[src/rtl/mips_pkg.sv]
// Shared MIPS decode constants, ALU op codes and ID/EX bundle types.
// Imported by the ID/EX stage, its decoder and its interface users.
package mips_pkg;

  localparam logic [3:0] ALU_ADD = 4'b0000;
  localparam logic [3:0] ALU_SUB = 4'b0001;
  localparam logic [3:0] ALU_AND = 4'b0010;
  localparam logic [3:0] ALU_OR  = 4'b0011;
  localparam logic [3:0] ALU_SLL = 4'b0100;
  localparam logic [3:0] ALU_SRL = 4'b0101;
  localparam logic [3:0] ALU_SLT = 4'b0110;

  localparam logic [5:0] OP_RTYPE = 6'h00;
  localparam logic [5:0] OP_BEQ   = 6'h04;
  localparam logic [5:0] OP_BNE   = 6'h05;
  localparam logic [5:0] OP_ADDI  = 6'h08;
  localparam logic [5:0] OP_ADDIU = 6'h09;
  localparam logic [5:0] OP_SLTI  = 6'h0A;
  localparam logic [5:0] OP_ANDI  = 6'h0C;
  localparam logic [5:0] OP_ORI   = 6'h0D;
  localparam logic [5:0] OP_LW    = 6'h23;
  localparam logic [5:0] OP_SW    = 6'h2B;

  localparam logic [5:0] FN_SLL  = 6'h00;
  localparam logic [5:0] FN_SRL  = 6'h02;
  localparam logic [5:0] FN_ADD  = 6'h20;
  localparam logic [5:0] FN_ADDU = 6'h21;
  localparam logic [5:0] FN_SUB  = 6'h22;
  localparam logic [5:0] FN_SUBU = 6'h23;
  localparam logic [5:0] FN_AND  = 6'h24;
  localparam logic [5:0] FN_OR   = 6'h25;
  localparam logic [5:0] FN_SLT  = 6'h2A;

  typedef struct packed {
    logic [3:0] alu_ctrl;
    logic       a_shamt;
    logic       b_imm;
    logic       imm_zext;
    logic       rd_is_rt;
    logic       reads_rt;
    logic       reg_write;
    logic       mem_read;
    logic       mem_write;
    logic       branch;
    logic       illegal;
  } dec_t;

  typedef struct packed {
    logic       valid;
    logic [3:0] alu_ctrl;
    logic       reg_write;
    logic       mem_read;
    logic       mem_write;
    logic       branch;
    logic       illegal;
    logic       a_shamt;
    logic       b_imm;
    logic [4:0] rd;
    logic [4:0] rs;
    logic [4:0] rt;
    logic [4:0] shamt;
  } id_ex_t;

endpackage

[src/rtl/id_ex_stage_if.sv]
// ID/EX stage bundle: pipeline control, ID inputs, bypass inputs, EX outputs.
// master = pipeline driving the stage, slave = the id_ex_stage itself.
interface id_ex_stage_if #(
  parameter int XLEN = 32
);
  logic            stall;
  logic            flush;
  logic            id_valid;
  logic [31:0]     id_instr;
  logic [XLEN-1:0] id_rs_data;
  logic [XLEN-1:0] id_rt_data;
  logic            exmem_reg_write;
  logic [4:0]      exmem_rd;
  logic [XLEN-1:0] exmem_result;
  logic            memwb_reg_write;
  logic [4:0]      memwb_rd;
  logic [XLEN-1:0] memwb_result;
  logic [XLEN-1:0] alu_a;
  logic [XLEN-1:0] alu_b;
  logic [3:0]      alu_ctrl;
  logic            ex_valid;
  logic            ex_reg_write;
  logic            ex_mem_read;
  logic            ex_mem_write;
  logic            ex_branch;
  logic [4:0]      ex_rd;
  logic [XLEN-1:0] ex_store_data;
  logic            ex_illegal;
  logic            hazard_stall;

  modport master (
    output stall, flush, id_valid, id_instr,
    output id_rs_data, id_rt_data,
    output exmem_reg_write, exmem_rd, exmem_result,
    output memwb_reg_write, memwb_rd, memwb_result,
    input  alu_a, alu_b, alu_ctrl, ex_valid,
    input  ex_reg_write, ex_mem_read, ex_mem_write,
    input  ex_branch, ex_rd, ex_store_data,
    input  ex_illegal, hazard_stall
  );

  modport slave (
    input  stall, flush, id_valid, id_instr,
    input  id_rs_data, id_rt_data,
    input  exmem_reg_write, exmem_rd, exmem_result,
    input  memwb_reg_write, memwb_rd, memwb_result,
    output alu_a, alu_b, alu_ctrl, ex_valid,
    output ex_reg_write, ex_mem_read, ex_mem_write,
    output ex_branch, ex_rd, ex_store_data,
    output ex_illegal, hazard_stall
  );
endinterface

[src/rtl/alu_decoder.sv]
// Combinational opcode/funct decode into ALU op, operand selects and controls.
// Ports: opcode, funct in; dec (dec_t) out. Unknown encodings set illegal.
module alu_decoder
  import mips_pkg::*;
(
  input  logic [5:0] opcode,
  input  logic [5:0] funct,
  output dec_t       dec
);

  logic r_op, r_add, r_sub, r_and, r_or, r_slt, r_sll, r_srl;
  logic i_add, i_and, i_or, i_slt, i_br;

  assign r_op  = opcode == OP_RTYPE;
  assign r_add = r_op && (funct == FN_ADD || funct == FN_ADDU);
  assign r_sub = r_op && (funct == FN_SUB || funct == FN_SUBU);
  assign r_and = r_op && funct == FN_AND;
  assign r_or  = r_op && funct == FN_OR;
  assign r_slt = r_op && funct == FN_SLT;
  assign r_sll = r_op && funct == FN_SLL;
  assign r_srl = r_op && funct == FN_SRL;
  assign i_add = opcode == OP_ADDI || opcode == OP_ADDIU
              || opcode == OP_LW || opcode == OP_SW;
  assign i_and = opcode == OP_ANDI;
  assign i_or  = opcode == OP_ORI;
  assign i_slt = opcode == OP_SLTI;
  assign i_br  = opcode == OP_BEQ || opcode == OP_BNE;

  always_comb begin
    dec = '0;
    unique case (1'b1)
      r_add: dec.alu_ctrl = ALU_ADD;
      r_sub: dec.alu_ctrl = ALU_SUB;
      r_and: dec.alu_ctrl = ALU_AND;
      r_or:  dec.alu_ctrl = ALU_OR;
      r_slt: dec.alu_ctrl = ALU_SLT;
      r_sll: begin
        dec.alu_ctrl = ALU_SLL;
        dec.a_shamt  = 1'b1;
      end
      r_srl: begin
        dec.alu_ctrl = ALU_SRL;
        dec.a_shamt  = 1'b1;
      end
      i_add: begin
        dec.alu_ctrl = ALU_ADD;
        dec.b_imm    = 1'b1;
      end
      i_and: begin
        dec.alu_ctrl = ALU_AND;
        dec.b_imm    = 1'b1;
        dec.imm_zext = 1'b1;
      end
      i_or: begin
        dec.alu_ctrl = ALU_OR;
        dec.b_imm    = 1'b1;
        dec.imm_zext = 1'b1;
      end
      i_slt: begin
        dec.alu_ctrl = ALU_SLT;
        dec.b_imm    = 1'b1;
      end
      i_br: begin
        dec.alu_ctrl = ALU_SUB;
        dec.branch   = 1'b1;
      end
      default: dec.illegal = 1'b1;
    endcase
    if (!dec.illegal) begin
      dec.rd_is_rt  = !r_op;
      dec.reads_rt  = r_op || i_br || opcode == OP_SW;
      dec.reg_write = !(i_br || opcode == OP_SW);
      dec.mem_read  = opcode == OP_LW;
      dec.mem_write = opcode == OP_SW;
    end
  end

endmodule

[src/rtl/id_ex_stage.sv]
// ID/EX stage: decode, stage register, EX operand bypass, load-use stall.
// Ports: clk, rst_n, bus (id_ex_stage_if.slave). Bypass: ID_EX_FWD_EN.
module id_ex_stage
  import mips_pkg::*;
#(
  parameter int XLEN = 32
) (
  input  logic         clk,
  input  logic         rst_n,
  id_ex_stage_if.slave bus
);

  dec_t            dec;
  id_ex_t          nxt, ex;
  logic [4:0]      id_rs, id_rt, id_dst;
  logic [XLEN-1:0] id_imm;
  logic [XLEN-1:0] rs_q, rt_q, imm_q;
  logic [XLEN-1:0] rs_n, rt_n, imm_n;
  logic [XLEN-1:0] rs_fwd, rt_fwd;
  logic            hit_ex, hit_mem;

  alu_decoder u_dec (
    .opcode (bus.id_instr[31:26]),
    .funct  (bus.id_instr[5:0]),
    .dec    (dec)
  );

  assign id_rs  = bus.id_instr[25:21];
  assign id_rt  = bus.id_instr[20:16];
  assign id_dst = dec.rd_is_rt ? id_rt : bus.id_instr[15:11];
  assign id_imm = dec.imm_zext
    ? {{(XLEN-16){1'b0}}, bus.id_instr[15:0]}
    : {{(XLEN-16){bus.id_instr[15]}}, bus.id_instr[15:0]};

  // An invalid ID slot becomes an all-zero bubble, data included.
  always_comb begin
    nxt   = '0;
    rs_n  = '0;
    rt_n  = '0;
    imm_n = '0;
    if (bus.id_valid) begin
      nxt.valid     = 1'b1;
      nxt.alu_ctrl  = dec.alu_ctrl;
      nxt.reg_write = dec.reg_write && id_dst != 5'd0;
      nxt.mem_read  = dec.mem_read;
      nxt.mem_write = dec.mem_write;
      nxt.branch    = dec.branch;
      nxt.illegal   = dec.illegal;
      nxt.a_shamt   = dec.a_shamt;
      nxt.b_imm     = dec.b_imm;
      nxt.rd        = nxt.reg_write ? id_dst : 5'd0;
      nxt.rs        = id_rs;
      nxt.rt        = id_rt;
      nxt.shamt     = bus.id_instr[10:6];
      rs_n          = bus.id_rs_data;
      rt_n          = bus.id_rt_data;
      imm_n         = id_imm;
    end
  end

  always_ff @(posedge clk or negedge rst_n) begin
    if (!rst_n) begin
      ex    <= '0;
      rs_q  <= '0;
      rt_q  <= '0;
      imm_q <= '0;
    end else if (bus.flush) begin
      ex    <= '0;
      rs_q  <= '0;
      rt_q  <= '0;
      imm_q <= '0;
    end else if (!bus.stall) begin
      ex    <= nxt;
      rs_q  <= rs_n;
      rt_q  <= rt_n;
      imm_q <= imm_n;
    end
  end

  always_comb begin
    rs_fwd = rs_q;
    rt_fwd = rt_q;
`ifdef ID_EX_FWD_EN
    if (bus.exmem_reg_write && bus.exmem_rd == ex.rs && ex.rs != 5'd0)
      rs_fwd = bus.exmem_result;
    else if (bus.memwb_reg_write && bus.memwb_rd == ex.rs && ex.rs != 5'd0)
      rs_fwd = bus.memwb_result;
    if (bus.exmem_reg_write && bus.exmem_rd == ex.rt && ex.rt != 5'd0)
      rt_fwd = bus.exmem_result;
    else if (bus.memwb_reg_write && bus.memwb_rd == ex.rt && ex.rt != 5'd0)
      rt_fwd = bus.memwb_result;
`endif
  end

`ifndef ID_EX_FWD_EN
  logic unused_fwd;
  assign unused_fwd = ^{bus.exmem_result, bus.memwb_reg_write,
                        bus.memwb_rd, bus.memwb_result, ex.rs, ex.rt};
`endif

  assign bus.alu_a = ex.a_shamt ? {{(XLEN-5){1'b0}}, ex.shamt} : rs_fwd;
  assign bus.alu_b = ex.b_imm ? imm_q : rt_fwd;
  assign bus.alu_ctrl      = ex.alu_ctrl;
  assign bus.ex_valid      = ex.valid;
  assign bus.ex_reg_write  = ex.reg_write;
  assign bus.ex_mem_read   = ex.mem_read;
  assign bus.ex_mem_write  = ex.mem_write;
  assign bus.ex_branch     = ex.branch;
  assign bus.ex_rd         = ex.rd;
  assign bus.ex_store_data = rt_fwd;
  assign bus.ex_illegal    = ex.illegal;

  // Does the ID instruction read the given register?
  assign hit_ex = bus.id_valid && ex.rd != 5'd0
    && (ex.rd == id_rs || (dec.reads_rt && ex.rd == id_rt));
  assign hit_mem = bus.id_valid && bus.exmem_rd != 5'd0
    && (bus.exmem_rd == id_rs || (dec.reads_rt && bus.exmem_rd == id_rt));

`ifdef ID_EX_FWD_EN
  assign bus.hazard_stall = ex.valid && ex.mem_read && hit_ex;
  logic unused_mem;
  assign unused_mem = hit_mem;
`else
  // Without bypass every in-flight producer must drain to the register file.
  assign bus.hazard_stall = (ex.valid && (ex.mem_read || ex.reg_write) && hit_ex)
                         || (bus.exmem_reg_write && hit_mem);
`endif

endmodule

[src/flat_wrapper.sv]
// flat-port wrapper written by rule: the top's interface ports become plain ports
module id_ex_stage_flat import mips_pkg::*;
#(
  parameter int XLEN = 32
)
  (clk, rst_n, bus_stall, bus_flush, bus_id_valid, bus_id_instr, bus_id_rs_data, bus_id_rt_data, bus_exmem_reg_write, bus_exmem_rd, bus_exmem_result, bus_memwb_reg_write, bus_memwb_rd, bus_memwb_result, bus_alu_a, bus_alu_b, bus_alu_ctrl, bus_ex_valid, bus_ex_reg_write, bus_ex_mem_read, bus_ex_mem_write, bus_ex_branch, bus_ex_rd, bus_ex_store_data, bus_ex_illegal, bus_hazard_stall);
  id_ex_stage_if #(.XLEN(XLEN)) bus_i ();
  input  logic clk;
  input  logic rst_n;
  input wire logic [$bits(bus_i.stall)-1:0] bus_stall;
  input wire logic [$bits(bus_i.flush)-1:0] bus_flush;
  input wire logic [$bits(bus_i.id_valid)-1:0] bus_id_valid;
  input wire logic [$bits(bus_i.id_instr)-1:0] bus_id_instr;
  input wire logic [$bits(bus_i.id_rs_data)-1:0] bus_id_rs_data;
  input wire logic [$bits(bus_i.id_rt_data)-1:0] bus_id_rt_data;
  input wire logic [$bits(bus_i.exmem_reg_write)-1:0] bus_exmem_reg_write;
  input wire logic [$bits(bus_i.exmem_rd)-1:0] bus_exmem_rd;
  input wire logic [$bits(bus_i.exmem_result)-1:0] bus_exmem_result;
  input wire logic [$bits(bus_i.memwb_reg_write)-1:0] bus_memwb_reg_write;
  input wire logic [$bits(bus_i.memwb_rd)-1:0] bus_memwb_rd;
  input wire logic [$bits(bus_i.memwb_result)-1:0] bus_memwb_result;
  output wire logic [$bits(bus_i.alu_a)-1:0] bus_alu_a;
  output wire logic [$bits(bus_i.alu_b)-1:0] bus_alu_b;
  output wire logic [$bits(bus_i.alu_ctrl)-1:0] bus_alu_ctrl;
  output wire logic [$bits(bus_i.ex_valid)-1:0] bus_ex_valid;
  output wire logic [$bits(bus_i.ex_reg_write)-1:0] bus_ex_reg_write;
  output wire logic [$bits(bus_i.ex_mem_read)-1:0] bus_ex_mem_read;
  output wire logic [$bits(bus_i.ex_mem_write)-1:0] bus_ex_mem_write;
  output wire logic [$bits(bus_i.ex_branch)-1:0] bus_ex_branch;
  output wire logic [$bits(bus_i.ex_rd)-1:0] bus_ex_rd;
  output wire logic [$bits(bus_i.ex_store_data)-1:0] bus_ex_store_data;
  output wire logic [$bits(bus_i.ex_illegal)-1:0] bus_ex_illegal;
  output wire logic [$bits(bus_i.hazard_stall)-1:0] bus_hazard_stall;
  assign bus_i.stall = bus_stall;
  assign bus_i.flush = bus_flush;
  assign bus_i.id_valid = bus_id_valid;
  assign bus_i.id_instr = bus_id_instr;
  assign bus_i.id_rs_data = bus_id_rs_data;
  assign bus_i.id_rt_data = bus_id_rt_data;
  assign bus_i.exmem_reg_write = bus_exmem_reg_write;
  assign bus_i.exmem_rd = bus_exmem_rd;
  assign bus_i.exmem_result = bus_exmem_result;
  assign bus_i.memwb_reg_write = bus_memwb_reg_write;
  assign bus_i.memwb_rd = bus_memwb_rd;
  assign bus_i.memwb_result = bus_memwb_result;
  assign bus_alu_a = bus_i.alu_a;
  assign bus_alu_b = bus_i.alu_b;
  assign bus_alu_ctrl = bus_i.alu_ctrl;
  assign bus_ex_valid = bus_i.ex_valid;
  assign bus_ex_reg_write = bus_i.ex_reg_write;
  assign bus_ex_mem_read = bus_i.ex_mem_read;
  assign bus_ex_mem_write = bus_i.ex_mem_write;
  assign bus_ex_branch = bus_i.ex_branch;
  assign bus_ex_rd = bus_i.ex_rd;
  assign bus_ex_store_data = bus_i.ex_store_data;
  assign bus_ex_illegal = bus_i.ex_illegal;
  assign bus_hazard_stall = bus_i.hazard_stall;
  id_ex_stage #(.XLEN(XLEN)) u_core (.clk(clk), .rst_n(rst_n), .bus(bus_i));
endmodule
[config.mk]
export PLATFORM = sky130hd
export DESIGN_NAME = id_ex_stage_flat
export DESIGN_NICKNAME = d
export VERILOG_FILES = /design/src/rtl/mips_pkg.sv /design/src/rtl/id_ex_stage_if.sv /design/src/rtl/alu_decoder.sv /design/src/rtl/id_ex_stage.sv /design/src/flat_wrapper.sv
export SDC_FILE = /design/constraint.sdc
export NUM_CORES = 1
export LEC_CHECK = 0
export ABC_CLOCK_PERIOD_IN_PS = 4000
export CELL_PAD_IN_SITES_DETAIL_PLACEMENT = 1
export CELL_PAD_IN_SITES_GLOBAL_PLACEMENT = 1
export CORE_MARGIN = 4
export CORE_UTILIZATION = 30
export DETAILED_ROUTE_END_ITERATION = 8
export GPL_TIMING_DRIVEN = 0
export PLACE_DENSITY_LB_ADDON = 0.1
export SYNTH_ARGS = -nofsm -noshare
export SYNTH_HDL_FRONTEND = slang
export SYNTH_HIERARCHICAL = 1
export SYNTH_SLANG_ARGS = --single-unit
[constraint.sdc]
create_clock -name clk -period 4 [get_ports clk]
set_clock_uncertainty 0.1 [all_clocks]
set_input_delay 0.8 -clock clk [delete_from_list [all_inputs] [get_ports clk]]
set_output_delay 0.8 -clock clk [all_outputs]
set_load 0.02 [all_outputs]
==> results of run 1 <==
[repair_timing]
item,in CTS,in global routing
pin swaps,0,0
setup endpoints to repair,1,1
hold endpoints to repair,0,0
gates resized for setup,2,1
[routing by layer]
metal	routed length [um]	GRT usage (%)	share of wire [%]
met1	7350	24.0	42
met2	8770	33.2	51
met3	864	4.06	5.0
met4	382	6.38	2.2
met5	0	0	0
[registers in the layout (all words and copies together) (netlist names)]
name / flops
u_core/imm_q: 13
u_core/bus.ex_store_data: 32
u_core/ex: 6
u_core/bus.ex_mem_read: 1
u_core/rs_fwd: 32
u_core/bus.ex_mem_write: 1
u_core/bus.ex_illegal: 1
u_core/bus.ex_rd: 5
u_core/bus.ex_reg_write: 1
u_core/bus.alu_ctrl: 4
u_core/bus.ex_branch: 1
u_core/bus.ex_valid: 1
[cells by family (layout without fill, tap and decap cells)]
logic type,after synthesis,count (layout),synth area share (%)
AOI/OAI and AO/OA,136,136,22.6
DFF,98,98,50.6
and+or+nand+nor,91,91,10.4
buffers and inverters,61,295,6.81
muxes,26,26,5.91
xor gates and xnor gates,20,20,3.61
other,1,2,0.0773
[cell usage after synthesis, types with 9 or more instances]
library cell	instances	area (sq um)
nor2b_1	30	188
dfrtp_1	98	2450
a22o_1	89	780
mux2_2	21	236
buf_2	24	120
nor2_1	11	41.3
xnor2_1	11	96.3
o21ai_0	26	130
buf_4	11	82.6
nand2_1	23	86.3
inv_1	17	63.8
xor2_1	9	78.8
[layout make-up]
type | instances | area [sq um]
diodes | 1 | 2.50
plain buffers | 44 | 267
clock buffers | 11 | 253
clock inverters | 5 | 38.8
fillers | 1748 | 8270
inverters | 17 | 63.8
multi-input cells | 274 | 2070
flip-flops and latches | 98 | 2450
well taps | 216 | 270
repair buffers | 218 | 2200
[worst max path at each step]
| stage | start | end | cells after the start |
|---|---|---|---|
| 6_report | bus_id_instr[30] | bus_hazard_stall | 9 |
| 4_1_cts | bus_id_instr[2] | bus_hazard_stall | 9 |
| 2_1_floorplan | bus_id_instr[0] | bus_hazard_stall | 7 |
| 3_5_place_dp | bus_id_instr[30] | bus_hazard_stall | 9 |
| 3_3_place_gp | rst_n | u_core/bus.ex_rd[3] | 1 |
| 5_1_grt | bus_id_instr[30] | bus_hazard_stall | 9 |
[through the flow]
step / worst slack [ns] / cell area, sq um / setup TNS (ns) / util (%)
6_report: 0.150 / 7620 / 0 / 48.0
5_1_grt: 0.0438 / 7610 / 0 / 47.9
3_5_place_dp: -0.213 / 7320 / -0.213 / 46.1
3_3_place_gp: -1.82 / 7290 / -177.57 / 45.9
2_1_floorplan: 1.02 / 4850 / 0 / -
4_1_cts: 0.102 / 7610 / 0 / 47.9
[power breakdown]
group / total [W] / internal (W) / switching, W
clock: 0.000839 / 0.000458 / 0.000380
sequential: 0.00105 / 0.00102 / 0.0000232
combinational: 0.000435 / 0.000230 / 0.000205
total: 0.00232 / 0.00171 / 0.000609
==> results.md, run 1 <==
Power:
- The leakage power is 3.33 nW.
- IR analysis of the VDD net gives a maximum drop of 0.175 mV.
- The post-route total power is 0.00232 W.
- The power density over the cells is 305 nW/um^2.

Clock network:
- Clock latency on the worst-skew pair, taken at its later pin, is 0.34 ns.
- The post-CTS setup-driven buffer insertion count is 0.
- The H-tree was split into 3 levels.
- The CTS buffer count is 9.
- The clock tree root driver cell is clkbuf_16.
- The clock drives 98 sinks.
- The longest clock path from root to sink contains 2 buffers.
- The TritonCTS clock tree is built.
- After clock tree synthesis, the flow added hold-fix buffers numbering 0.
- The register clock-pin slew on the reported worst setup and hold paths is 0.07 ns.

Routing:
- The detail route stage leaves a number of antenna-violating nets equal to 0.
- After detailed routing, the number of vias per cell comes to 4.93.
- The routed layout has 4,357 vias.
- The sum of routed wire length over all layers is 17.4 mm.
- The average wire length per cell after detail routing is 19.7 um.
- The residual DRC count is 0.
- After the first detailed-routing iteration, the DRC count stood at 196.
- The total iterations of the first detailed-routing run is 4.

Place:
- The number of buffer cells added on primary ports is 217.
- The HPWL after detailed placement is 13.6 mm.
- The global placement routability congestion is 0.864.
- The placed instance count is 867.

Floorplan:
- From left edge to right edge, the die measures 135 um.
- The floorplan die height is 135 um.
- The starting density of the core is 30.5%.
- The placeable core area is 15,900 sq um.
- The die covers 18,300 sq um.
- 289 I/O pins were placed.
- The number of placement rows is 46.

Run status:
- The run finished with clean final reports.

Worst setup path:
- At the worst endpoint, the required time is 3.10 ns.
- The number of buffers and inverters on the critical path is 2.
- The kind of launch point of the worst setup path is an input port.
- The length in cells of the worst reg-to-reg path is 2.
- The worst register-to-register path begins at u_core/ex[21].
- In this run the worst path has a maximum fanout of 6.
- The endpoint class of the critical path is a primary output.
- The critical path in this run is classified as in2out.
- In this run the critical register-to-register path is captured at u_core/ex[21].
- The arrival time at the worst endpoint is 2.95 ns.
- The family of cells with the greatest summed delay on the critical path is buffers and inverters.
- In this run the register-to-register setup slack is 2.77 ns.
- On the worst path, the slowest cell contributes a delay of 0.58 ns.
- Walking the worst path, the cells encountered are clkdlybuf4s50_1 -> nor2_4 -> nand3_1 -> a21oi_2 -> or2_1 -> nand2_1 -> o22a_1 -> o22ai_1 -> dlygate4sd2_1.
- The standard cell with the maximum stage delay on the critical path is clkdlybuf4s50_1.

Synth:
- For this run, the register share of the synthesized area comes to 50.6%.
- The mapped cell area is 4850 sq um.
- The most used flip-flop cell after synthesis is dfrtp_1.
- Counting every net in the synthesized netlist gives 610.
- In this run the mean area of a mapped cell was 11.2 sq um.
- Synthesis produced a netlist whose cell count is 433.
- For this run, asynchronously set or reset flops after synthesis account for 100%.
- In this run, synthesis inferred 0 flip-flops with an integrated enable.
- For this run, the number of Yosys warnings is 6.
- The number of distinct standard cells referenced by the synthesized netlist is 48.
- After synthesis the netlist holds a flip-flop and latch count of 98.

Final layout:
- The area growth from synthesis to final layout is 57.1%.
- In the final layout, the share of cells above drive strength 1 is 13.6%.
- The top cell types in the final layout, fill and taps aside, are clkdlybuf4s50_1 (215), dfrtp_1 (98), a22o_1 (89).
- After the last flow step, the layout net total stands at 839.
- The count of non-filler cells in the finished layout is 884.
- The library cell used most frequently in the layout, excluding fill and tap cells, is clkdlybuf4s50_1.

STA:
- The transition at the pin with the smallest max-transition slack is 0.620 ns.
- The routed design could run at a clock period as short as 3.85 ns.
- The worst slew margin relative to its limit is 58.6%.
- The maximum clock frequency is 260 MHz.
- The final count of pins violating max slew is 0.
- After layout, the worst path uses 96.2% of the clock period.
- The setup-violating endpoint count in the final report is 0.
- Setup repair after global routing left no endpoint under its margin.
- The number of hold violations in the final report is 0.
- The minimum hold slack is 0.371 ns.

Flow run:
- The number of violations of the max-capacitance limit is 0.

Global route:
- The largest net degree at the start of global routing is 55.
- Global routing finished with a remaining overflow of 0.
- The initial antenna violation count came to 0.
- The first global-routing pass estimated 27.6 mm of wire.
- The overall global routing resource usage is 19.2%.
- The via count of the first global-routing pass is 4,960.

Min path:
- The worst min-delay path category is in2async.
(Power assumes the default switching activity.)
==> inputs of run 2 (changes only) <==
--- a/config.mk
+++ b/config.mk
@@ -17,3 +17,4 @@
 export SYNTH_HDL_FRONTEND = slang
 export SYNTH_HIERARCHICAL = 1
 export SYNTH_SLANG_ARGS = --single-unit
+export TNS_END_PERCENT = 100
==> results of run 2 <==
The final DEF is identical to that of run 1; final timing and power are the same.
